`config.mk`:
```
export PLATFORM = sky130hd
export DESIGN_NAME = dmem_arbiter_flat
export DESIGN_NICKNAME = d
export VERILOG_FILES = /design/src/rtl/dmem_arbiter_pkg.sv /design/src/rtl/dmem_arbiter_if.sv /design/src/rtl/dmem_arbiter_rr_lock_arb.sv /design/src/rtl/dmem_arbiter.sv /design/src/flat_wrapper.sv
export SDC_FILE = /design/constraint.sdc
export NUM_CORES = 1
export LEC_CHECK = 0
export ABC_AREA = 1
export CORE_ASPECT_RATIO = 1.5
export CORE_MARGIN = 8
export CORE_UTILIZATION = 40
export DETAILED_ROUTE_END_ITERATION = 12
export GPL_ROUTABILITY_DRIVEN = 0
export PLACE_DENSITY = 0.84
export SETUP_SLACK_MARGIN = 0.1
export SYNTH_ARGS = -nofsm -noshare
export SYNTH_HDL_FRONTEND = slang
export SYNTH_SLANG_ARGS = --single-unit
```
`constraint.sdc`:
```
create_clock -name clk -period 3.5 [get_ports clk]
set_input_delay 0.525 -clock clk [delete_from_list [all_inputs] [get_ports clk]]
set_output_delay 0.525 -clock clk [all_outputs]
set_load 0.01 [all_outputs]
```
`src/rtl/dmem_arbiter_pkg.sv`:
```
// ============================================================================
// Module      : dmem_arbiter_pkg
// Description : Shared constants, state encoding and helpers for the
//               data-memory arbiter.
// Revision    : 1.0 - initial release
// ============================================================================
`default_nettype none

package dmem_arbiter_pkg;

    typedef logic [1:0] state_t;

    localparam state_t IDLE   = 2'd0;
    localparam state_t ISSUE  = 2'd1;
    localparam state_t RDWAIT = 2'd2;

    localparam logic CPU_ID    = 1'b0;
    localparam logic DMA_ID    = 1'b1;

    localparam logic MEM_READ  = 1'b0;
    localparam logic MEM_WRITE = 1'b1;

    function automatic logic [1:0] id2onehot(input logic id);
        return id ? 2'b10 : 2'b01;
    endfunction

endpackage

`default_nettype wire

```
`src/rtl/dmem_arbiter_if.sv`:
```
// ============================================================================
// Module      : dmem_arbiter_if
// Description : Requester-side handshake plus data-memory port of the arbiter.
// Revision    : 1.0 - initial release
// ============================================================================
`default_nettype none

interface dmem_arbiter_if #(
    parameter int ADDRSIZE = 12,
    parameter int WIDTH    = 32
);
    logic [1:0]          req;
    logic [1:0]          lock;
    logic [1:0]          we;
    logic [ADDRSIZE-1:0] addr0;
    logic [ADDRSIZE-1:0] addr1;
    logic [WIDTH-1:0]    wdata0;
    logic [WIDTH-1:0]    wdata1;
    logic [1:0]          gnt;
    logic [1:0]          rvalid;
    logic [WIDTH-1:0]    rdata;
    logic [ADDRSIZE-1:0] MEM_ADDR;
    logic [WIDTH-1:0]    MEM_OUT;
    logic                MEM_CTRL;
    logic [WIDTH-1:0]    MEM_IN;

    modport slave (
        input  req, lock, we, addr0, addr1, wdata0, wdata1, MEM_IN,
        output gnt, rvalid, rdata, MEM_ADDR, MEM_OUT, MEM_CTRL
    );

    modport master (
        output req, lock, we, addr0, addr1, wdata0, wdata1, MEM_IN,
        input  gnt, rvalid, rdata, MEM_ADDR, MEM_OUT, MEM_CTRL
    );
endinterface

`default_nettype wire

```
`src/rtl/dmem_arbiter_rr_lock_arb.sv`:
```
// ============================================================================
// Module      : rr_lock_arb
// Description : Two-way round-robin winner selection with a bounded burst lock.
// Revision    : 1.0 - initial release
// ============================================================================
`default_nettype none

module rr_lock_arb #(
    parameter int MAX_BURST = 4,
    parameter int CNT_W     = 3
) (
    input  wire logic [1:0]       i_req,
    input  wire logic [1:0]       i_lock,
    input  wire logic             i_last,
    input  wire logic [CNT_W-1:0] i_cnt,
    output logic                  o_valid,
    output logic                  o_win,
    output logic [CNT_W-1:0]      o_cnt
);
    localparam logic [CNT_W-1:0] C_MAX = CNT_W'(MAX_BURST);
    localparam logic [CNT_W-1:0] C_ONE = CNT_W'(1);

    logic w_hold;

    // A zero count means no owner yet, so the lock cannot apply straight after reset.
    assign w_hold = i_req[i_last] & i_lock[i_last] & (i_cnt != '0) & (i_cnt < C_MAX);

    always_comb begin
        o_valid = |i_req;
        o_win   = i_last;
        o_cnt   = C_ONE;
        if (w_hold) begin
            o_win = i_last;
            o_cnt = i_cnt + C_ONE;
        end else if (i_req[~i_last]) begin
            o_win = ~i_last;
        end
    end

endmodule

`default_nettype wire

```
`src/rtl/dmem_arbiter.sv`:
```
// ============================================================================
// Module      : dmem_arbiter
// Description : Shares one registered data-memory port between CPU and DMA.
// Revision    : 1.0 - initial release
// ============================================================================
`default_nettype none

module dmem_arbiter
    import dmem_arbiter_pkg::*;
#(
    parameter int ADDRSIZE  = 12,
    parameter int WIDTH     = 32,
    parameter int MAX_BURST = 4
) (
    input wire logic       clk,
    input wire logic       rst,
    dmem_arbiter_if.slave  bus
);
    localparam int CNT_W = $clog2(MAX_BURST + 1);

    state_t              r_state;
    state_t              w_next;
    logic                r_last;
    logic [CNT_W-1:0]    r_cnt;
    logic [CNT_W-1:0]    w_cnt_next;
    logic                w_valid;
    logic                w_win;
    logic                w_arb_en;
    logic                w_capture;
    logic                w_grant;
    logic [ADDRSIZE-1:0] w_addr;
    logic [WIDTH-1:0]    w_wdata;

    rr_lock_arb #(
        .MAX_BURST (MAX_BURST),
        .CNT_W     (CNT_W)
    ) u_arb (
        .i_req   (bus.req),
        .i_lock  (bus.lock),
        .i_last  (r_last),
        .i_cnt   (r_cnt),
        .o_valid (w_valid),
        .o_win   (w_win),
        .o_cnt   (w_cnt_next)
    );

    assign w_addr  = w_win ? bus.addr1  : bus.addr0;
    assign w_wdata = w_win ? bus.wdata1 : bus.wdata0;
    assign w_grant = w_arb_en & w_valid;

    always_ff @(posedge clk or posedge rst) begin
        if (rst) begin
            r_state <= IDLE;
        end else begin
            r_state <= w_next;
        end
    end

    always_comb begin
        w_next = r_state;
        case (r_state)
            IDLE:    w_next = w_valid ? ISSUE : IDLE;
            ISSUE:   w_next = (bus.MEM_CTRL == MEM_READ) ? RDWAIT
                            : (w_valid ? ISSUE : IDLE);
            RDWAIT:  w_next = w_valid ? ISSUE : IDLE;
            default: w_next = IDLE;
        endcase
    end

    // A read in ISSUE blocks arbitration for one cycle so its data slot stays free.
    always_comb begin
        w_arb_en  = 1'b0;
        w_capture = 1'b0;
        case (r_state)
            IDLE:    w_arb_en = 1'b1;
            ISSUE:   w_arb_en = (bus.MEM_CTRL == MEM_WRITE);
            RDWAIT:  begin
                w_arb_en  = 1'b1;
                w_capture = 1'b1;
            end
            default: w_arb_en = 1'b0;
        endcase
    end

    always_ff @(posedge clk or posedge rst) begin
        if (rst) begin
            bus.gnt      <= 2'b00;
            bus.rvalid   <= 2'b00;
            bus.rdata    <= '0;
            bus.MEM_ADDR <= '0;
            bus.MEM_OUT  <= '0;
            bus.MEM_CTRL <= MEM_READ;
            r_last       <= DMA_ID;
            r_cnt        <= '0;
        end else begin
            bus.gnt    <= w_grant ? id2onehot(w_win) : 2'b00;
            bus.rvalid <= w_capture ? id2onehot(r_last) : 2'b00;
            if (w_capture) begin
                bus.rdata <= bus.MEM_IN;
            end
            if (w_grant) begin
                bus.MEM_ADDR <= w_addr;
                bus.MEM_OUT  <= w_wdata;
                bus.MEM_CTRL <= bus.we[w_win];
                r_last       <= w_win;
                r_cnt        <= w_cnt_next;
            end else begin
                bus.MEM_CTRL <= MEM_READ;
            end
        end
    end

endmodule

`default_nettype wire

```
`src/flat_wrapper.sv`:
```
// flat-port wrapper written by rule: the top's interface ports become plain ports
module dmem_arbiter_flat import dmem_arbiter_pkg::*;
#(
    parameter int ADDRSIZE  = 12,
    parameter int WIDTH     = 32,
    parameter int MAX_BURST = 4
)
  (clk, rst, bus_req, bus_lock, bus_we, bus_addr0, bus_addr1, bus_wdata0, bus_wdata1, bus_MEM_IN, bus_gnt, bus_rvalid, bus_rdata, bus_MEM_ADDR, bus_MEM_OUT, bus_MEM_CTRL);
  dmem_arbiter_if #(.ADDRSIZE(ADDRSIZE), .WIDTH(WIDTH)) bus_i ();
  input wire logic clk;
  input wire logic rst;
  input wire logic [$bits(bus_i.req)-1:0] bus_req;
  input wire logic [$bits(bus_i.lock)-1:0] bus_lock;
  input wire logic [$bits(bus_i.we)-1:0] bus_we;
  input wire logic [$bits(bus_i.addr0)-1:0] bus_addr0;
  input wire logic [$bits(bus_i.addr1)-1:0] bus_addr1;
  input wire logic [$bits(bus_i.wdata0)-1:0] bus_wdata0;
  input wire logic [$bits(bus_i.wdata1)-1:0] bus_wdata1;
  input wire logic [$bits(bus_i.MEM_IN)-1:0] bus_MEM_IN;
  output wire logic [$bits(bus_i.gnt)-1:0] bus_gnt;
  output wire logic [$bits(bus_i.rvalid)-1:0] bus_rvalid;
  output wire logic [$bits(bus_i.rdata)-1:0] bus_rdata;
  output wire logic [$bits(bus_i.MEM_ADDR)-1:0] bus_MEM_ADDR;
  output wire logic [$bits(bus_i.MEM_OUT)-1:0] bus_MEM_OUT;
  output wire logic [$bits(bus_i.MEM_CTRL)-1:0] bus_MEM_CTRL;
  assign bus_i.req = bus_req;
  assign bus_i.lock = bus_lock;
  assign bus_i.we = bus_we;
  assign bus_i.addr0 = bus_addr0;
  assign bus_i.addr1 = bus_addr1;
  assign bus_i.wdata0 = bus_wdata0;
  assign bus_i.wdata1 = bus_wdata1;
  assign bus_i.MEM_IN = bus_MEM_IN;
  assign bus_gnt = bus_i.gnt;
  assign bus_rvalid = bus_i.rvalid;
  assign bus_rdata = bus_i.rdata;
  assign bus_MEM_ADDR = bus_i.MEM_ADDR;
  assign bus_MEM_OUT = bus_i.MEM_OUT;
  assign bus_MEM_CTRL = bus_i.MEM_CTRL;
  dmem_arbiter #(.ADDRSIZE(ADDRSIZE), .WIDTH(WIDTH), .MAX_BURST(MAX_BURST)) u_core (.clk(clk), .rst(rst), .bus(bus_i));
endmodule
```
Word level (Yosys, flattened, before mapping)
Index checks and enable logic that the tools add are counted.
{ "word_totals": {"mem_count": 0, "ramBits": 0, "regBits": 87, "latch_bits": 0, "romBits": 0, "in_bits": 128, "out_inout_bits": 81, "word_cells": 48} }
{ "classes": {"div": 0, "n_lt_le_gt_ge": 4, "bitwise": 5, "addsub": 1, "n_mux": 23, "n_reduce_logical": 4, "multipliers": 0, "eq_ne": 2, "shift": 0} }
{ "op_table": {"columns": ["cell", "count"], "rows": [
  ["$mux 32", 1],
  ["$mux 1", 13],
  ["$mux 12", 1],
  ["$mux 2", 5],
  ["$lt 1x2->1 const B", 3],
  ["$and 1x1->1", 4],
  ["$pmux 2 s2", 1],
  ["$reduce_or 2->1", 2],
  ["$add 3x1->3 const B", 1],
  ["$lt 3x3->1 const B", 1],
  ["$mux 3", 1],
  ["$reduce_bool 3->1", 1],
  ["$eq 2x1->1 const B", 1],
  ["$eq 2x2->1 const B", 1],
  ["$logic_not 2->1", 1],
  ["$pmux 1 s2", 1],
  ["$not 1->1", 1]
]} }

Depth between registers and ports, before layout
Gate-level depths: netlist (run 1).
{ "depth": {"ltp_word": 9, "depth_mapped": 9, "ltp_nobuf": 8} }

Cells and area by module
Synthesis (run 1) repeated with hierarchy kept, for this count alone.
{ "unflattened": {"hier_cells": 533, "area_unflattened_um2": 4131.5} }
{ "modules_own_cells": {"columns": ["module", "instances", "area_per_inst_um2", "cells_each", "seq_area_each_um2"], "rows": [
  ["dmem_arbiter", 1, 3997.6, 510, 2178.3],
  ["rr_lock_arb", 1, 133.9, 23, 0.0]
]} }

Least setup slack after synthesis (run 1)
Ideal clock, no wire load.
{ "synth_timing": {"path_kind": "reg-to-reg", "start": "reg u_core.r_cnt[0]", "end": "reg u_core.bus.MEM_OUT[10]", "n_path_buf": 1, "stages_incl_launch_ff": 10, "arrival_time_ns": 1.333, "path_slack_ns": 2.042, "required_ns": 3.375, "period_less_slack_ns": 1.458, "path_cell_list": "dfrtp_1 > inv_1 > ha_1 > nor2_1 > nand3_4 > nand2_2 > nand2_4 > buf_4 > nand3_1 > nand3_1"} }
{ "synth_between": {"elab_chain_len": 5, "word_cells_on_any_way": 6, "classes_between": "1 x order compare; 2 x mux; 2 x bitwise; 1 x reduce/logical"} }
{ "synth_rtl": {"columns": ["item", "line_no", "text"], "rows": [
  ["start: declaration", "dmem_arbiter.sv:24", "logic [CNT_W-1:0] r_cnt;"],
  ["start signal: assignment", "dmem_arbiter.sv:106", "r_cnt <= w_cnt_next;"],
  ["parallel branches: the longest is 2 deep, another holds $lt 3x3->1", null, null],
  ["$and 1x1->1 (*)", "dmem_arbiter_rr_lock_arb.sv:26", "assign w_hold = i_req[i_last] & i_lock[i_last] & (i_cnt != '0) & (i_cnt < C_MAX);"],
  ["$mux 1 (*)", "dmem_arbiter_rr_lock_arb.sv:32", "if (w_hold) begin"],
  ["$mux 32 (*)", "dmem_arbiter.sv:48", "assign w_wdata = w_win ? bus.wdata1 : bus.wdata0;"],
  ["end signal: assignment", "dmem_arbiter.sv:103", "bus.MEM_OUT <= w_wdata;"],
  ["end: declaration", "dmem_arbiter_if.sv:29", "output gnt, rvalid, rdata, MEM_ADDR, MEM_OUT, MEM_CTRL"]
]} }
Mark *: on every way between the ends.
A chain may end at the register's enable or synchronous reset.

Worst setup path after layout (run 1)
{ "layout_timing": {"start": "in bus_req[0]", "end": "reg u_core.bus.MEM_OUT[30]"} }
{ "layout_between": {"elab_chain_len": 7, "word_cells_on_any_way": 12, "classes_between": "7 x mux; 4 x bitwise; 1 x reduce/logical"} }
{ "layout_rtl": {"columns": ["item", "line_no", "text"], "rows": [
  ["start: declaration", "flat_wrapper.sv:12", "input wire logic [$bits(bus_i.req)-1:0] bus_req;"],
  ["$mux 1 (not written as such) (2 in a row)", "dmem_arbiter_rr_lock_arb.sv:26", null],
  ["$and 1x1->1 (3 in a row)", "dmem_arbiter_rr_lock_arb.sv:26", null],
  ["$mux 1", "dmem_arbiter_rr_lock_arb.sv:32", null],
  ["$mux 32", "dmem_arbiter.sv:48", null]
]} }
Several ways; a longest one is shown, not always the timed one. The select of a mux whose other input is x is not followed.

==> results of run 1 <==
## worst reg2reg max path, cell delays in order (launching register included)
cell	delay [ns]
dfrtp_1	0.35
inv_1	0.07
ha_1	0.21
nor2_1	0.18
nand3_4	0.12
nand2_2	0.37
nand2_4	0.42
nand3_1	0.20
nand3_1	0.09
## layout make-up
type	count	area [um2]	area share
Inverter	9	35.0	0.00557
Sequential cell	87	2180	0.346
Tap cell	115	144	0.0229
Clock buffer	12	236	0.0376
Multi-Input combinational cell	241	1500	0.239
Timing Repair Buffer	214	2140	0.340
Clock inverter	4	50.0	0.00796
## power groups by stage
| stage | registers (mW) | clock network (mW) | logic [mW] |
|---|---|---|---|
| 6_report | 1.79 | 0.925 | 2.85 |
| 4_1_cts | 1.79 | 0.945 | 2.89 |
| 2_1_floorplan | 1.99 | 0 | 1.50 |
| 5_1_grt | 1.86 | 0.989 | 3.11 |
| 3_3_place_gp | 1.77 | 0 | 2.81 |
| 3_5_place_dp | 1.79 | 0 | 2.89 |
## cells in the final DEF, fill, tap and decap left out, types with 3 or more instances in the layout
| cell type | netlist | final |
|---|---|---|
| clkdlybuf4s50_1 | 0 | 208 |
| nand3_1 | 89 | 89 |
| dfrtp_1 | 86 | 86 |
| nand2_1 | 52 | 52 |
| nand4_1 | 42 | 42 |
| mux2_2 | 22 | 22 |
| mux2_4 | 10 | 10 |
| clkbuf_16 | 0 | 9 |
| nor2_1 | 7 | 7 |
| inv_1 | 6 | 5 |
| buf_4 | 5 | 5 |
| nand4_2 | 4 | 4 |
| inv_2 | 3 | 3 |
| a21oi_1 | 3 | 3 |
| clkbuf_1 | 1 | 3 |
## sequential cells by signal, indices dropped and copies added (netlist names)
name and count:
u_core.bus.MEM_OUT 32, u_core.bus.MEM_ADDR 12, u_core.bus.gnt 2, u_core.r_last 1
u_core.bus.rvalid 2, u_core.bus.MEM_CTRL 1, u_core.bus.rdata 32, u_core.r_cnt 3
u_core.r_state 2
## stage by stage
| stage | std cells | hold WS (ns) |
|---|---|---|
| 2_1_floorplan | 370 | 0.465 |
| 3_3_place_gp | 666 | 0.467 |
| 3_5_place_dp | 666 | 0.477 |
| 4_1_cts | 682 | 0.482 |
| 5_1_grt | 682 | 0.510 |
| 6_report | 682 | 0.479 |
## routing by layer
metal / track usage / share of wire / up-vias / wire [um]
met3: 0.0648 / 0.084 / 21 / 1060
met1: 0.192 / 0.36 / 1737 / 4550
met5: 0 / 0.0010 / - / 13
li1: - / - / 1690 / -
met2: 0.335 / 0.53 / 165 / 6710
met4: 0.0849 / 0.025 / 2 / 313
## worst paths after layout
check	slack (ns)	startpoint	to	cells after the start
min	0.48	u_core.bus.MEM_CTRL$_DFF_PP0_	u_core.r_state[1]$_DFF_PP0_	1
max in group asynchronous	2.18	rst	u_core.bus.rdata[28]$_DFFE_PP0P_	3
min in group asynchronous	0.62	rst	u_core.bus.rdata[4]$_DFFE_PP0P_	2
min reg2reg	0.48	u_core.bus.MEM_CTRL$_DFF_PP0_	u_core.r_state[1]$_DFF_PP0_	1
max	1.28	bus_req[0]	u_core.bus.MEM_OUT[30]$_DFFE_PP0N_	8
max reg2reg	1.36	u_core.r_cnt[0]$_DFFE_PP0N_	u_core.bus.MEM_OUT[30]$_DFFE_PP0N_	8
## cells by family (layout without fill, tap and decap cells)
logic type | Yosys count | count (layout) | share of synthesized area
adders and majority gates | 2 | 2 | 0.00626
muxes | 32 | 32 | 0.0995
buffers and inverters | 42 | 239 | 0.0792
DFF | 87 | 87 | 0.545
and+or+nand+nor | 199 | 199 | 0.257
AOI/OAI and AO/OA | 8 | 8 | 0.0135
==> qor.txt, run 1 <==
synth top area cells: dfrtp_1 (54%), nand3_1 (11%), nand4_1 (6.6%), mux2_2 (6.2%), nand2_1 (4.9%)
Slowest-stage cell, CP: clkdlybuf4s50_1
Avg WL per Cell: 18.6 um
Die Area: 0.0135 mm2
crit path time final: 2.22 ns
final setup margin: 1.28 ns
Synth Register Bits: 87
first-pass GRT wire length: 20.7 mm
hold crit path type: reg2reg
CP Cell Sequence: clkdlybuf4s50_1, nand2_1, nand2_2, nand3_4, nand2_2, nand2_4, nand3_1, nand3_1
relative max-transition margin: 0.372
P_leak: 2.69 nW
TritonCTS clock tree: yes
Internal: 3.53 mW
Combinational Power Share: 0.513
dpl cell area: 0.00600 mm2
IO buf count: 208
DR vias/cell: 5.30
final WL: 12.7 mm
antenna viol nets, final: 0
Max-cap violations: 0
vias after detailed routing: 3615
vias in the first global route: 3981
synth cell count leaders: nand3_1 (89), dfrtp_1 (86), nand2_1 (52)
DP Worst Slack: 0.918 ns
ant diodes: 0
Sw Share: 0.366
Cell Rows: 44
count of final setup violators: 0
All-Layer GR Usage: 0.188
clock buffer depth: 2
die width: 97.6 um
startpoint type of the worst setup path: primary input
1st-iter DRT viols: 210
most numerous cell in the Yosys netlist: nand3_1
Avg Inst Size Synth: 10.8 um2
Final period util: 0.633
status: finished clean
Post-synth EDFFs: 0
Reg clk slew, reported paths: 0.06 ns
asr flop ratio synth: 1.00
clock share of power: 0.166
Post-CTS Repair Setup Buffers: 0
final hold vios: 0
Mapped Area: 0.00400 mm2
largest net degree at the start of global routing: 98
total gr overflow: 0
power density cells: 885 mW/mm2
fmax: 0.451 GHz
# DRC: 0
Worst-Skew Late Latency: 0.33 ns
htree depth: 3
fillers: 759
Num CTS Buffers: 9
slew of the pin with the lowest slew margin: 0.942 ns
post-synthesis sequential area ratio: 0.545
Layout area overhead: 57.2%
Root Driver: clkbuf_16
Detailed Place HPWL: 9.37 mm
most common flop cell mapped by yosys: dfrtp_1
synth warn: 0
starting density of the core: 0.413
Worst Skew: 0.00662 ns
setup TNS: 0 ns
Crit path largest cell delay: 0.53 ns
Syn Nets: 500
TritonCTS Sinks: 87
nets: 692
switching power: 2.03 mW
Core Region: 0.00969 mm2
worst path bufs/invs: 1
Critical Path Fanout Max: 46
hold buffers post-CTS: 0
die height: 138 um
Slew Limit Fails: 0
Worst VDD drop: 706 uV
CTS resizes: 0
Seq pwr share: 0.321
delay-heaviest family, CP: simple AND/OR/NAND/NOR gates
Pre-antenna DRT Iters: 4
biggest area consumer among synthesized cells: dfrtp_1
layout cells sized above 1: 0.115
CP Capture Type: flip-flop
final core utilization: 0.649
Syn Inst Count: 370
post-layout instance area: 0.00629 mm2
RSZ-0062 raised after global routing: no
critical path class: in2reg
io pins: 209
worst path arrival time: 2.42 ns
Final Total Pwr: 5.56 mW
area share of the largest cell type after synthesis: 0.538
Yosys cell types: 27
Worst Path Required: 3.71 ns
initial antenna violation count: 1
No activity file was read; power rests on OpenSTA's default activity.
==> run 2, diff against run 1 <==
Clock period 3.5 ns to 2.2 ns, I/O delays scaled along.
==> run 2 against run 1 <==
Compared with the run above:
- final cell count did not move
- register-to-register slack got worse by 0.94 ns
- utilization rose by 0.50 points
- power rose by 62%
- clock skew rose by 0.0020 ns
- sequential power rose by 59%
- clock-buffer cell count fell by 2
- die area did not move
- largest cell class unchanged
==> qor.txt, run 2 (same netlist as run 1, synthesis figures left out) <==
DR vias/cell: 5.33 (was 5.30)
Max-cap violations: 0 (unchanged)
CTS resizes: 0 (unchanged)
hold crit path type: reg2reg (unchanged)
Detailed Place HPWL: 9.47 mm (was 9.37 mm)
hold buffers post-CTS: 0 (unchanged)
fmax: 0.561 GHz
Layout area overhead: 58.4% (was 57.2%)
TritonCTS clock tree: yes (unchanged)
vias after detailed routing: 3633 (was 3615)
Final period util: 0.810
ant diodes: 0 (unchanged)
die height: 138 um (unchanged)
startpoint type of the worst setup path: flip-flop (was primary input)
final non-filler cell total: 682 (unchanged)
Crit path largest cell delay: 0.60 ns (was 0.53 ns)
RSZ-0062 raised after global routing: no (unchanged)
Root Driver: clkbuf_16 (unchanged)
Avg WL per Cell: 18.7 um (was 18.6 um)
1st-iter DRT viols: 175 (was 210)
htree depth: 3 (unchanged)
Worst Skew: 0.00864 ns (was 0.00662 ns)
Post-CTS Repair Setup Buffers: 0 (unchanged)
Worst Path Required: 2.47 ns (was 3.71 ns)
Reg clk slew, reported paths: 0.07 ns (was 0.06 ns)
# DRC: 0 (unchanged)
Worst-Skew Late Latency: 0.34 ns (was 0.33 ns)
cell mode on critical path: nand3_1
Final Total Pwr: 9.03 mW (was 5.56 mW)
Combinational Power Share: 0.513 (about the same)
Critical Path Fanout Max: 46 (unchanged)
P_leak: 2.72 nW (was 2.69 nW)
io pins: 209 (unchanged)
commonest non-fill, non-tap cell in the layout: clkdlybuf4s50_1 (unchanged)
setup TNS: 0 ns (unchanged)
worst reg-to-reg setup slack: 0.42 ns (was 1.36 ns)
switching power: 3.33 mW (was 2.03 mW)
IO buf count: 208 (unchanged)
slew of the pin with the lowest slew margin: 0.796 ns (was 0.942 ns)
clock buffer depth: 2 (unchanged)
count of final setup violators: 0 (unchanged)
Slew Limit Fails: 0 (unchanged)
layout cells sized above 1: 0.120 (was 0.115)
Core Region: 0.00969 mm2 (unchanged)
Worst VDD drop: 1000 uV (was 706 uV)
most frequent cells in the layout: clkdlybuf4s50_1 (208), nand3_1 (89), dfrtp_1 (86) (unchanged)
Cell Rows: 44 (unchanged)
Num CTS Buffers: 9 (unchanged)
Slowest-stage cell, CP: dfstp_2 (was clkdlybuf4s50_1)
Sw Share: 0.368 (was 0.366)
CP Capture Type: flip-flop (unchanged)
crit path time final: 1.78 ns
status: finished clean (unchanged)
worst path bufs/invs: 0 (was 1)
All-Layer GR Usage: 0.187 (was 0.188)
final WL: 12.8 mm (was 12.7 mm)
starting density of the core: 0.413 (unchanged)
relative max-transition margin: 0.469 (was 0.372)
antenna viol nets, final: 0 (unchanged)
Seq pwr share: 0.315 (was 0.321)
largest net degree at the start of global routing: 98 (unchanged)
worst path arrival time: 2.05 ns (was 2.42 ns)
clock share of power: 0.172 (was 0.166)
Die Area: 0.0135 mm2 (unchanged)
CP Cell Sequence: nor2_1, a21oi_1, nand2_2, nand2_4, nand3_1, nand3_1 (was clkdlybuf4s50_1, nand2_1, nand2_2, nand3_4, nand2_2, nand2_4, nand3_1, nand3_1)
Pre-antenna DRT Iters: 4 (unchanged)
final hold vios: 0 (unchanged)
biggest regs: u_core.bus.MEM_OUT (32), u_core.bus.rdata (32), u_core.bus.MEM_ADDR (12) (unchanged)
initial antenna violation count: 0 (was 1)
nets: 692 (unchanged)
total gr overflow: 0 (unchanged)
delay-heaviest family, CP: simple AND/OR/NAND/NOR gates (unchanged)
first-pass GRT wire length: 20.6 mm (was 20.7 mm)
vias in the first global route: 3963 (was 3981)
Internal: 5.71 mW (was 3.53 mW)
die width: 97.6 um (unchanged)
TritonCTS Sinks: 87 (unchanged)
power density cells: 1430 mW/mm2 (was 885 mW/mm2)
critical path class: reg2reg (was in2reg)
Post-Place Cells: 666 (unchanged)
run 2: routing by layer:
layer  up-vias  routed length, um  GRT usage
met2       160               6620      0.328
met3        31                894     0.0653
met4         0                470     0.0865
met1      1746               4780      0.195
li1       1696                  -          -
met5         -                  0          0
run 2: final timing paths:
kind / cells past startpoint / start / to
setup / recovery: 6 / u_core.r_last$_DFFE_PP1N_ / u_core.bus.MEM_OUT[16]$_DFFE_PP0N_
hold / removal: 1 / u_core.bus.MEM_CTRL$_DFF_PP0_ / u_core.r_state[1]$_DFF_PP0_
setup reg to reg: 6 / u_core.r_last$_DFFE_PP1N_ / u_core.bus.MEM_OUT[16]$_DFFE_PP0N_
hold reg to reg: 1 / u_core.bus.MEM_CTRL$_DFF_PP0_ / u_core.r_state[1]$_DFF_PP0_
max in group asynchronous: 3 / rst / u_core.r_last$_DFFE_PP1N_
min in group asynchronous: 3 / rst / u_core.bus.rdata[4]$_DFFE_PP0P_
run 2: final cells by class:
cell class	instances	area, um2
tap	115	144
sequential	87	2180
inverter	9	37.5
multi-input combinational	241	1500
fill	770	3350
clock buffer	10	239
clock inverter	6	68.8
timing repair buffer	214	2160
run 2: power by group through the flow:
stage	logic [mW]	registers (mW)	clock network, mW
2_1_floorplan	2.38	3.16	0
3_3_place_gp	4.57	2.82	0
3_5_place_dp	4.71	2.85	0
4_1_cts	4.71	2.85	1.58
5_1_grt	5.03	2.94	1.65
6_report	4.64	2.85	1.55
run 2: stage by stage:
step | hold WS (ns) | util | setup slack (ns) | area, um2
after floorplan | 0.465 | - | 0.742 | 4000
after global placement | 0.440 | 0.622 | 0.196 | 6030
after detailed placement | 0.443 | 0.622 | 0.138 | 6030
after CTS | 0.455 | 0.654 | 0.418 | 6340
after global routing | 0.474 | 0.654 | 0.233 | 6340
final | 0.454 | 0.654 | 0.418 | 6340
==> patch, RTL diff (flow settings as in run 1) <==
`ADDRSIZE` is set to 12 in 3 places; all go to 13.
--- a/src/rtl/dmem_arbiter_if.sv
+++ b/src/rtl/dmem_arbiter_if.sv
@@ -6,7 +6,7 @@
 `default_nettype none
 
 interface dmem_arbiter_if #(
-    parameter int ADDRSIZE = 12,
+    parameter int ADDRSIZE = 13,
     parameter int WIDTH    = 32
 );
     logic [1:0]          req;
--- a/src/rtl/dmem_arbiter.sv
+++ b/src/rtl/dmem_arbiter.sv
@@ -8,7 +8,7 @@
 module dmem_arbiter
     import dmem_arbiter_pkg::*;
 #(
-    parameter int ADDRSIZE  = 12,
+    parameter int ADDRSIZE  = 13,
     parameter int WIDTH     = 32,
     parameter int MAX_BURST = 4
 ) (
--- a/src/flat_wrapper.sv
+++ b/src/flat_wrapper.sv
@@ -1,7 +1,7 @@
 // flat-port wrapper written by rule: the top's interface ports become plain ports
 module dmem_arbiter_flat import dmem_arbiter_pkg::*;
 #(
-    parameter int ADDRSIZE  = 12,
+    parameter int ADDRSIZE  = 13,
     parameter int WIDTH     = 32,
     parameter int MAX_BURST = 4
 )
Interface: changed (resized bus_MEM_ADDR, bus_addr0 and bus_addr1); port bits go from 209 to 212. No check against the original RTL was run, so the function may have changed too.
==> patch against run 1 <==
- synthesized cell count is 1.6% higher
- sequential cell count is 1 higher
- total power up 2.3%
- wire length up 8.7%
- cell area is 1.0% higher
- fmax is 0.91% higher
- clock power is 4.6% higher
- synthesized area fell by 1.3%
- critical path type unchanged
- worst setup slack better by 0.020 ns
==> patch: results (changes against run 1) <==
.. list-table::
   :header-rows: 1

   * - Metric
     - Value
   * - Top Registers
     - u_core.bus.MEM_OUT: 32 flops, u_core.bus.rdata: 32 flops, u_core.bus.MEM_ADDR: 13 flops (was u_core.bus.MEM_OUT: 32 flops, u_core.bus.rdata: 32 flops, u_core.bus.MEM_ADDR: 12 flops)
   * - Number of buffers inserted by post-CTS setup repair
     - 0 (unchanged)
   * - Fraction of met3 tracks used by global routing
     - 4.77% (was 6.48%)
   * - Layout Skew
     - 0.00893 ns (was 0.00662 ns)
   * - WHS
     - 0.468 ns (was 0.479 ns)
   * - Count of cell types in the netlist
     - 22 (was 27)
   * - Reg-to-reg endpoint
     - u_core.bus.MEM_OUT[1] (was u_core.bus.MEM_OUT[30])
   * - Portion of the post-synthesis area used by sequential elements
     - 55.8% (was 54.5%)
   * - Cells taking the most area after synthesis
     - sky130_fd_sc_hd__dfrtp_1 55%, sky130_fd_sc_hd__nand3_1 10%, sky130_fd_sc_hd__mux2_2 9.1% (was sky130_fd_sc_hd__dfrtp_1 54%, sky130_fd_sc_hd__nand3_1 11%, sky130_fd_sc_hd__nand4_1 6.6%)
   * - Met2 Track Usage GR
     - 36.7% (was 33.5%)
   * - First-pass GRT wire length
     - 21200 um (was 20700 um)
   * - Pin slew with the least headroom to its limit
     - 1.04 ns (was 0.942 ns)
   * - Met1 track utilization from global routing
     - 20.7% (was 19.2%)
   * - Largest fanout on the critical path
     - 47 (was 46)
   * - Crit path arrival time
     - 2.40 ns (was 2.42 ns)
   * - Via-to-Cell Ratio
     - 5.33 (was 5.30)
   * - HPWL after detailed placement
     - 9870 um (was 9370 um)
   * - Most common library cells after synthesis
     - 87 x sky130_fd_sc_hd__dfrtp_1, 82 x sky130_fd_sc_hd__nand3_1, 54 x sky130_fd_sc_hd__nand2_1, 47 x sky130_fd_sc_hd__nand4_1, 32 x sky130_fd_sc_hd__mux2_2 (was 89 x sky130_fd_sc_hd__nand3_1, 86 x sky130_fd_sc_hd__dfrtp_1, 52 x sky130_fd_sc_hd__nand2_1, 42 x sky130_fd_sc_hd__nand4_1, 22 x sky130_fd_sc_hd__mux2_2)
   * - Layout net count
     - 701 (was 692)
   * - DP Area
     - 0.00605 mm^2 (was 0.00600 mm^2)
   * - Detailed-route wire length per cell
     - 20.0 um (was 18.6 um)
   * - Net Count, Synth
     - 508 (was 500)
   * - Maximum number of pins on one net before global-route repair
     - 100 (was 98)
   * - Port Buf Inserts
     - 211 (was 208)
   * - Run status
     - finished clean (unchanged)
   * - Share of final-layout standard cells stronger than drive strength 1
     - 12.4% (was 11.5%)
   * - Worst vdd ir
     - 0.616 mV (was 0.706 mV)
   * - Vias in the first global route
     - 3937 (was 3981)
   * - Initial antenna violation count
     - 0 (was 1)
   * - Leakage power of the design
     - 2.69 nW (about the same)
## patch: cell types whose count changed after synthesis, sizes merged
cell,delta
clkbuf,+5
buf,-4
nand3,+2
dfrtp,+1
nand2,+1
nand4,+1
## patch: worst max path at each step
stage / start / to / slack (ns) / cells past startpoint
floorplan: rst / u_core.bus.MEM_ADDR[0] / 0.70 / 1
global placement: bus_req[1] / u_core.r_last / 1.10 / 8
detailed placement: bus_req[0] / u_core.r_last / 1.01 / 8
CTS: bus_req[0] / u_core.r_last / 1.35 / 8
global route: bus_req[1] / u_core.bus.MEM_OUT[1] / 1.22 / 8
finish: bus_req[0] / u_core.bus.MEM_OUT[1] / 1.30 / 8
## patch: cell families after synthesis
logic type / Yosys count / synth area share (%)
and+or+nand+nor: 203 / 26.7
DFF: 88 / 55.8
buffers and inverters: 43 / 6.40
adders and majority gates: 2 / 0.634
AOI/OAI and AO/OA: 8 / 1.36
muxes: 32 / 9.13
## patch: cell type report
class / instances / area [um^2]
Sequential cell: 88 / 2200
Timing Repair Buffer: 216 / 2170
Fill cell: 762 / 3280
Tap cell: 115 / 144
Inverter: 9 / 35.0
Clock buffer: 9 / 225
Clock inverter: 7 / 76.3
Multi-Input combinational cell: 245 / 1490
## patch: report_power, final
group	switching (W)	internal [W]	total, W
registers	0.000280	0.00153	0.00181
logic	0.00146	0.00145	0.00291
clock network	0.000409	0.000559	0.000968
total	0.00215	0.00354	0.00569
## patch: metal layers
metal | wire length [um] | up-vias
met5 | 0 | -
met2 | 7650 | 149
li1 | - | 1724
met1 | 4930 | 1777
met3 | 786 | 25
met4 | 395 | 0
## patch: stage by stage
step,instances,setup WS [ns]
floorplan,376,0.698
global placement,673,1.10
detailed placement,673,1.01
CTS,689,1.35
global route,689,1.22
finish,689,1.30
## patch: critical path, stage by stage
cell                              delay, ns
sky130_fd_sc_hd__clkdlybuf4s50_1       0.51
sky130_fd_sc_hd__nand2_1               0.09
sky130_fd_sc_hd__nand2_1               0.07
sky130_fd_sc_hd__nand3_2               0.11
sky130_fd_sc_hd__nand2_2               0.09
sky130_fd_sc_hd__nand2_2               0.57
sky130_fd_sc_hd__nand3_1               0.28
sky130_fd_sc_hd__nand3_1               0.10
